`src/rtl/burst_detect.sv`:
```
// burst_detect
//   Qualifies a modulated burst on an already-synchronised input. A burst is
//   a train of alternating high/low phases, each CLKS_PER_HALF_PERIOD +/-
//   TOLERANCE samples wide, terminated by a low run of H+T+1 samples. A
//   well-formed burst with MIN_PULSES..MAX_PULSES high phases yields a
//   one-cycle detect strobe; anything else yields a one-cycle error strobe
//   with a cause code.
//
// Ports
//   clk       system clock, all logic on posedge
//   n_reset   synchronous active-low reset
//   in        synchronised modulated input
//   detect    one-cycle strobe: valid burst ended
//   error     one-cycle strobe: malformed burst
//   err_code  cause of last error: 0 none, 1 short phase, 2 long high,
//             3 pulse count out of range
//   count     high phases seen in the last burst (valid or not)
//   busy      high while a burst is being tracked (HIGH or LOW state)
module burst_detect #(
  parameter int CLKS_PER_HALF_PERIOD = 3,
  parameter int TOLERANCE            = 1,
  parameter int MIN_PULSES           = 10,
  parameter int MAX_PULSES           = 12,
  parameter int COUNT_WIDTH          = 8
) (
  input  logic                   clk,
  input  logic                   n_reset,
  input  logic                   in,
  output logic                   detect,
  output logic                   error,
  output logic [1:0]             err_code,
  output logic [COUNT_WIDTH-1:0] count,
  output logic                   busy
);

  localparam int RUN_MIN = CLKS_PER_HALF_PERIOD - TOLERANCE;
  localparam int RUN_LIM = CLKS_PER_HALF_PERIOD + TOLERANCE + 1;
  localparam int RUN_W   = $clog2(RUN_LIM + 1);

  localparam logic [RUN_W-1:0]       RUN_MIN_C = RUN_W'(RUN_MIN);
  localparam logic [RUN_W-1:0]       RUN_LIM_C = RUN_W'(RUN_LIM);
  localparam logic [COUNT_WIDTH-1:0] P_MIN_C   = COUNT_WIDTH'(MIN_PULSES);
  localparam logic [COUNT_WIDTH-1:0] P_MAX_C   = COUNT_WIDTH'(MAX_PULSES);

  localparam logic [1:0] ERR_SHORT = 2'd1;
  localparam logic [1:0] ERR_LONG  = 2'd2;
  localparam logic [1:0] ERR_COUNT = 2'd3;

  typedef enum logic [1:0] {
    RECOVER = 2'd0,
    IDLE    = 2'd1,
    HIGH    = 2'd2,
    LOW     = 2'd3
  } state_t;

  state_t                 state, state_nxt;
  logic [RUN_W-1:0]       w, w_nxt;
  logic [RUN_W-1:0]       gap, gap_nxt;
  logic [COUNT_WIDTH-1:0] p, p_nxt;
  logic                   detect_nxt, error_nxt;
  logic [1:0]             err_code_nxt;
  logic [COUNT_WIDTH-1:0] count_nxt;
  logic [RUN_W-1:0]       w_inc, gap_inc;

  // Run counters stop at the limit value; the FSM leaves the state there
  // anyway, so saturation only guards against wrap.
  function automatic logic [RUN_W-1:0] sat_run(input logic [RUN_W-1:0] v);
    return (v >= RUN_LIM_C) ? RUN_LIM_C : v + 1'b1;
  endfunction

  function automatic logic [COUNT_WIDTH-1:0] sat_cnt(input logic [COUNT_WIDTH-1:0] v);
    return (&v) ? v : v + 1'b1;
  endfunction

  assign w_inc   = sat_run(w);
  assign gap_inc = sat_run(gap);
  assign busy    = (state == HIGH) || (state == LOW);

  always_comb begin
    state_nxt    = state;
    w_nxt        = w;
    gap_nxt      = gap;
    p_nxt        = p;
    detect_nxt   = 1'b0;
    error_nxt    = 1'b0;
    err_code_nxt = err_code;
    count_nxt    = count;

    unique case (state)
      RECOVER: begin
        // Need a clean low gap before trusting the next rising edge.
        if (in) begin
          gap_nxt = '0;
        end else if (gap_inc == RUN_LIM_C) begin
          gap_nxt   = '0;
          state_nxt = IDLE;
        end else begin
          gap_nxt = gap_inc;
        end
      end

      IDLE: begin
        if (in) begin
          state_nxt = HIGH;
          w_nxt     = RUN_W'(1);
          p_nxt     = '0;
        end
      end

      HIGH: begin
        if (in) begin
          if (w_inc == RUN_LIM_C) begin
            error_nxt    = 1'b1;
            err_code_nxt = ERR_LONG;
            count_nxt    = p;
            gap_nxt      = '0;
            state_nxt    = RECOVER;
          end else begin
            w_nxt = w_inc;
          end
        end else if (w < RUN_MIN_C) begin
          error_nxt    = 1'b1;
          err_code_nxt = ERR_SHORT;
          count_nxt    = p;
          gap_nxt      = '0;
          state_nxt    = RECOVER;
        end else begin
          // A high phase is counted once it closes with a valid width.
          p_nxt     = sat_cnt(p);
          w_nxt     = RUN_W'(1);
          state_nxt = LOW;
        end
      end

      LOW: begin
        if (in) begin
          if (w < RUN_MIN_C) begin
            error_nxt    = 1'b1;
            err_code_nxt = ERR_SHORT;
            count_nxt    = p;
            gap_nxt      = '0;
            state_nxt    = RECOVER;
          end else begin
            w_nxt     = RUN_W'(1);
            state_nxt = HIGH;
          end
        end else if (w_inc == RUN_LIM_C) begin
          // Over-long low run terminates the burst and already counts as
          // the idle gap, so go straight to IDLE.
          count_nxt = p;
          if ((p >= P_MIN_C) && (p <= P_MAX_C)) begin
            detect_nxt   = 1'b1;
            err_code_nxt = 2'd0;
          end else begin
            error_nxt    = 1'b1;
            err_code_nxt = ERR_COUNT;
          end
          state_nxt = IDLE;
        end else begin
          w_nxt = w_inc;
        end
      end

      default: state_nxt = RECOVER;
    endcase
  end

  always_ff @(posedge clk) begin
    if (!n_reset) begin
      state    <= RECOVER;
      w        <= '0;
      gap      <= '0;
      p        <= '0;
      detect   <= 1'b0;
      error    <= 1'b0;
      err_code <= 2'd0;
      count    <= '0;
    end else begin
      state    <= state_nxt;
      w        <= w_nxt;
      gap      <= gap_nxt;
      p        <= p_nxt;
      detect   <= detect_nxt;
      error    <= error_nxt;
      err_code <= err_code_nxt;
      count    <= count_nxt;
    end
  end

endmodule

```
`config.mk`:
```
export PLATFORM = sky130hd
export DESIGN_NAME = burst_detect
export DESIGN_NICKNAME = d
export VERILOG_FILES = /design/src/rtl/burst_detect.sv
export SDC_FILE = /design/constraint.sdc
export NUM_CORES = 1
export LEC_CHECK = 0
export CELL_PAD_IN_SITES_DETAIL_PLACEMENT = 0
export CELL_PAD_IN_SITES_GLOBAL_PLACEMENT = 2
export CORE_AREA = 5 5 90 67
export DETAILED_ROUTE_END_ITERATION = 8
export DIE_AREA = 0 0 95 72
export GPL_TIMING_DRIVEN = 1
export PLACE_DENSITY = 0.76
export SYNTH_ARGS = -nofsm -noshare
export SYNTH_HDL_FRONTEND = slang
export SYNTH_SLANG_ARGS = --single-unit
```
`constraint.sdc`:
```
create_clock -name clk -period 2.4 [get_ports clk]
set_input_delay 0.36 -clock clk [delete_from_list [all_inputs] [get_ports clk]]
set_output_delay 0.36 -clock clk [all_outputs]
set_load 0.05 [all_outputs]
```
==> summary by stage <==
Run status
The flow ran to the end, and the final reports show no timing, DRC or antenna violations.

Worst setup path
The sum of buffers and inverters on the critical path is 0. The slack of the worst reg-to-reg path is 210 ps. Among all stages on the critical path, the largest delay is contributed by dfxtp_1. The required time reported for the critical path endpoint is roughly 2600 ps.

The signal on the critical path passes through ha_1 > and3b_1 > or3_1 > a221oi_2 > a32o_1. On the critical path the largest part of the delay comes from simple AND/OR/NAND/NOR gates. The worst reg2reg path endpoint is gap[0]$_SDFFE_PN0P_. In this run the worst setup path begins at w[0]$_SDFFE_PN0P_. The number of cells on the worst reg-to-reg path is 5. Data arrives at the worst endpoint at 2400 ps.

The maximum fanout along the worst path is 8. The worst setup path is launched from a register. In this design, the stage delay of the slowest critical-path cell is around 500 ps.

In this run the worst setup path terminates at gap[0]$_SDFFE_PN0P_. The critical path start-end classification is register to register. In this run the critical register-to-register path is launched from w[0]$_SDFFE_PN0P_.

The worst setup path is captured at a register. The critical path crosses 5 cells after its start point.

Finish
The footprint of the multi-input gates is a little over 1000 sq um. The library cells used most frequently in the layout, excluding fill and tap cells, are 35 x nand2_1, 27 x dfxtp_1, 15 x clkdlybuf4s50_1. The layout has 527 filler cells. The number of standard cells in the layout, taps in and fillers out is ~290. Once layout is complete, the utilization of the core stands at 0.397. Leaving out fill and tap cells, the most frequent cell in the layout is nand2_1. The layout net count is 227. The antenna cell count is 0. Relative to the synthesized area, the layout overhead comes to 20.7%. Summing all flip-flop and latch instances after layout gives 562 sq um. Of the cells placed in the final design, the portion with a size suffix greater than 1 is 0.120.

Detailed routing
The final layout contains routed wiring with a total length of slightly above 4000 um. The detailed router placed 1494 vias in this run. The detailed-route vias per instance is 5.17. In the final routed layout, each cell accounts on average for 13.9 um. The number of remaining DRC errors is 0. The first TritonRoute pass finished after 4 iterations.

The number of violations reported at the end of detailed-routing iteration 0 is roughly 140. The final antenna-violating net count is 0.

Global routing
The number of global-route vias before repair is between 1000 and 1500. The initial antenna violation count is 0. Entering global routing, the biggest net connects 22 pins. In the global route stage, overall resource usage came out at 0.124. After global routing the overflow that remains totals 0. The wire length of the first global-routing pass is 6870 um.

STA
The number of pins with negative max-slew slack in the final report is 0. Setup repair after global routing left no endpoint under its margin. After layout, the minimum clock period comes to between 2000 and 2500 ps. The number of setup violations in the final report is 0.

The largest clock skew in the final design is 12.2 ps. The final hold violation count is 0. For the pin with the worst max-slew slack, the measured transition is 769 ps. Dividing the final minimum period by the clock period gives 0.911. The worst slew slack as a fraction of its limit is 0.485.

Timing would allow up to 457 MHz. The total negative slack is 0 ps.

Logic synthesis
For this run, the register share of the synthesized area comes to 0.336. The synthesized netlist net count is about 210. The post-synthesis cell type count is 50. The cell area after technology mapping is 1670 sq um. Yosys mapped a number of flops with a built-in enable equal to 0.

The synthesized flop and latch total is 28. Synthesis handed over a netlist of 203 instances. The average size of a mapped cell is 8.22 sq um. The warning count from the yosys run is 0. The most common flop cell mapped by yosys is dfxtp_1.

The async set-reset flop share out of synthesis is 0.

Floorplanning
From left edge to right edge, the die measures ~95 um. In this run the core area contains 22 standard-cell rows. The floorplan step defined a die boundary enclosing around 7000 sq um. The core region is between 5000 and 6000 sq um. The die is 72 um tall. For this design the top-level I/O count stands at 16. The initial utilization of the core area, before any placement, comes to 0.329.

Worst hold path
The source of the worst hold timing path is count[2]$_SDFFE_PN0N_. In this run the worst hold path is classified as register to register.

CTS
The CTS sink count is 28. TritonCTS built the clock tree. At the later pin of the worst-skew pair, clock insertion delay measures 280 ps. The number of setup buffers added after CTS is 0. The CTS buffer count is 3. The number of hold buffers added after cts is 0. In this run the number of H-tree levels came out at 1.

The deepest clock path buffer count is 2. The tree is rooted in a clkbuf_8. The clock transition time at the flip-flop clock pins of the worst setup and hold paths is 100 ps.

Placement
The total placed cells including tap cells is 285. Buffers placed on the I/O ports in this run total 15. The congestion estimate from routability-driven global placement came to 0.872. The sum of net half-perimeters after detailed placement is 3020 um.

Power
The worst-case IR drop observed on VDD is between 0.2 and 0.3 mV. Dividing total power by cell area gives a power density of 441 nW/um^2. The leakage power of the design is just over 0.0007 uW.

Run
Across the run, the number of max-cap violations was 0.
## flip-flops by register name, indices dropped and copies added, names as in the netlist
register / flops
state: 2
detect: 1
err_code: 2
p: 8
error: 1
w: 3
count: 8
gap: 3
## cell families after synthesis
logic type / after synthesis / synth area share
compound gates: 53 / 0.259
buf+inv: 25 / 0.0615
fa+ha+maj: 6 / 0.0450
simple gates: 78 / 0.222
mux: 10 / 0.0608
xor+xnor: 3 / 0.0158
flops: 28 / 0.336
## report_power, final
| part | internal [uW] | switching (uW) | total (uW) |
|---|---|---|---|
| Combinational | 19.1 | 29.1 | 48.2 |
| Sequential | 466 | 3.38 | 470 |
| Clock | 223 | 146 | 370 |
## per-layer routing
layer / wire length [um] / vias to the layer above / GRT usage
met5: 0 / - / 0
li1: - / 771 / -
met2: 1670 / 32 / 0.169
met1: 2170 / 689 / 0.193
met4: 22 / 0 / 0.0256
met3: 166 / 2 / 0.0321
## stage by stage
step / cell area [sq um] / worst slack [ps] / total power, uW / hold WS [ps]
after floorplan: 1670 / 350 / 511 / 476
after global placement: 1930 / 208 / 528 / 444
after detailed placement: 1930 / 149 / 529 / 449
after CTS: 2010 / 107 / 903 / 464
after global routing: 2010 / 94.7 / 927 / 489
final: 2010 / 213 / 887 / 462
## worst min-delay path by stage
stage | end | slack [ps] | depth (start not counted)
after floorplan | count[6]$_SDFFE_PN0N_ | 480 | 2
after global placement | count[3]$_SDFFE_PN0N_ | 440 | 2
after detailed placement | count[5]$_SDFFE_PN0N_ | 450 | 2
after CTS | count[2]$_SDFFE_PN0N_ | 460 | 2
after global routing | count[5]$_SDFFE_PN0N_ | 490 | 2
final | count[2]$_SDFFE_PN0N_ | 460 | 2
## worst register-to-register path, delay by kind of cell (launching register included)
kind | cells | cell delay (ps)
AOI/OAI and AO/OA | 2 | 590
adders and majority gates | 1 | 340
DFF | 1 | 490
and+or+nand+nor | 2 | 700
## synth_stat cells (all sizes together) (3+ instances only)
library cell	n	area [sq um]
nand2	35	131
nand3	6	30.0
nor2	11	41.3
dfxtp	28	561
nor3	6	30.0
a2111oi	3	32.5
mux2i	9	90.1
o21ai	3	15.0
clkbuf	14	52.6
a21oi	10	50.1
nand2b	4	25.0
a2111o	5	56.3
ha	6	75.1
inv	9	33.8
o31a	5	43.8
or2	3	18.8
o2111ai	5	43.8
## timing repair
action,in CTS,in global routing
endpoints found under the hold margin,0,0
resized for setup,0,2
setup endpoints to repair,0,12
## final cells by class
| class | count | area share |
|---|---|---|
| Clock buffer | 3 | 0.0205 |
| Clock inverter | 1 | 0.0149 |
| Inverter | 9 | 0.0168 |
| Multi-Input combinational cell | 150 | 0.502 |
| Sequential cell | 28 | 0.279 |
| Tap cell | 72 | 0.0447 |
| Timing Repair Buffer | 26 | 0.122 |
Power figures use the tool's default switching activity.
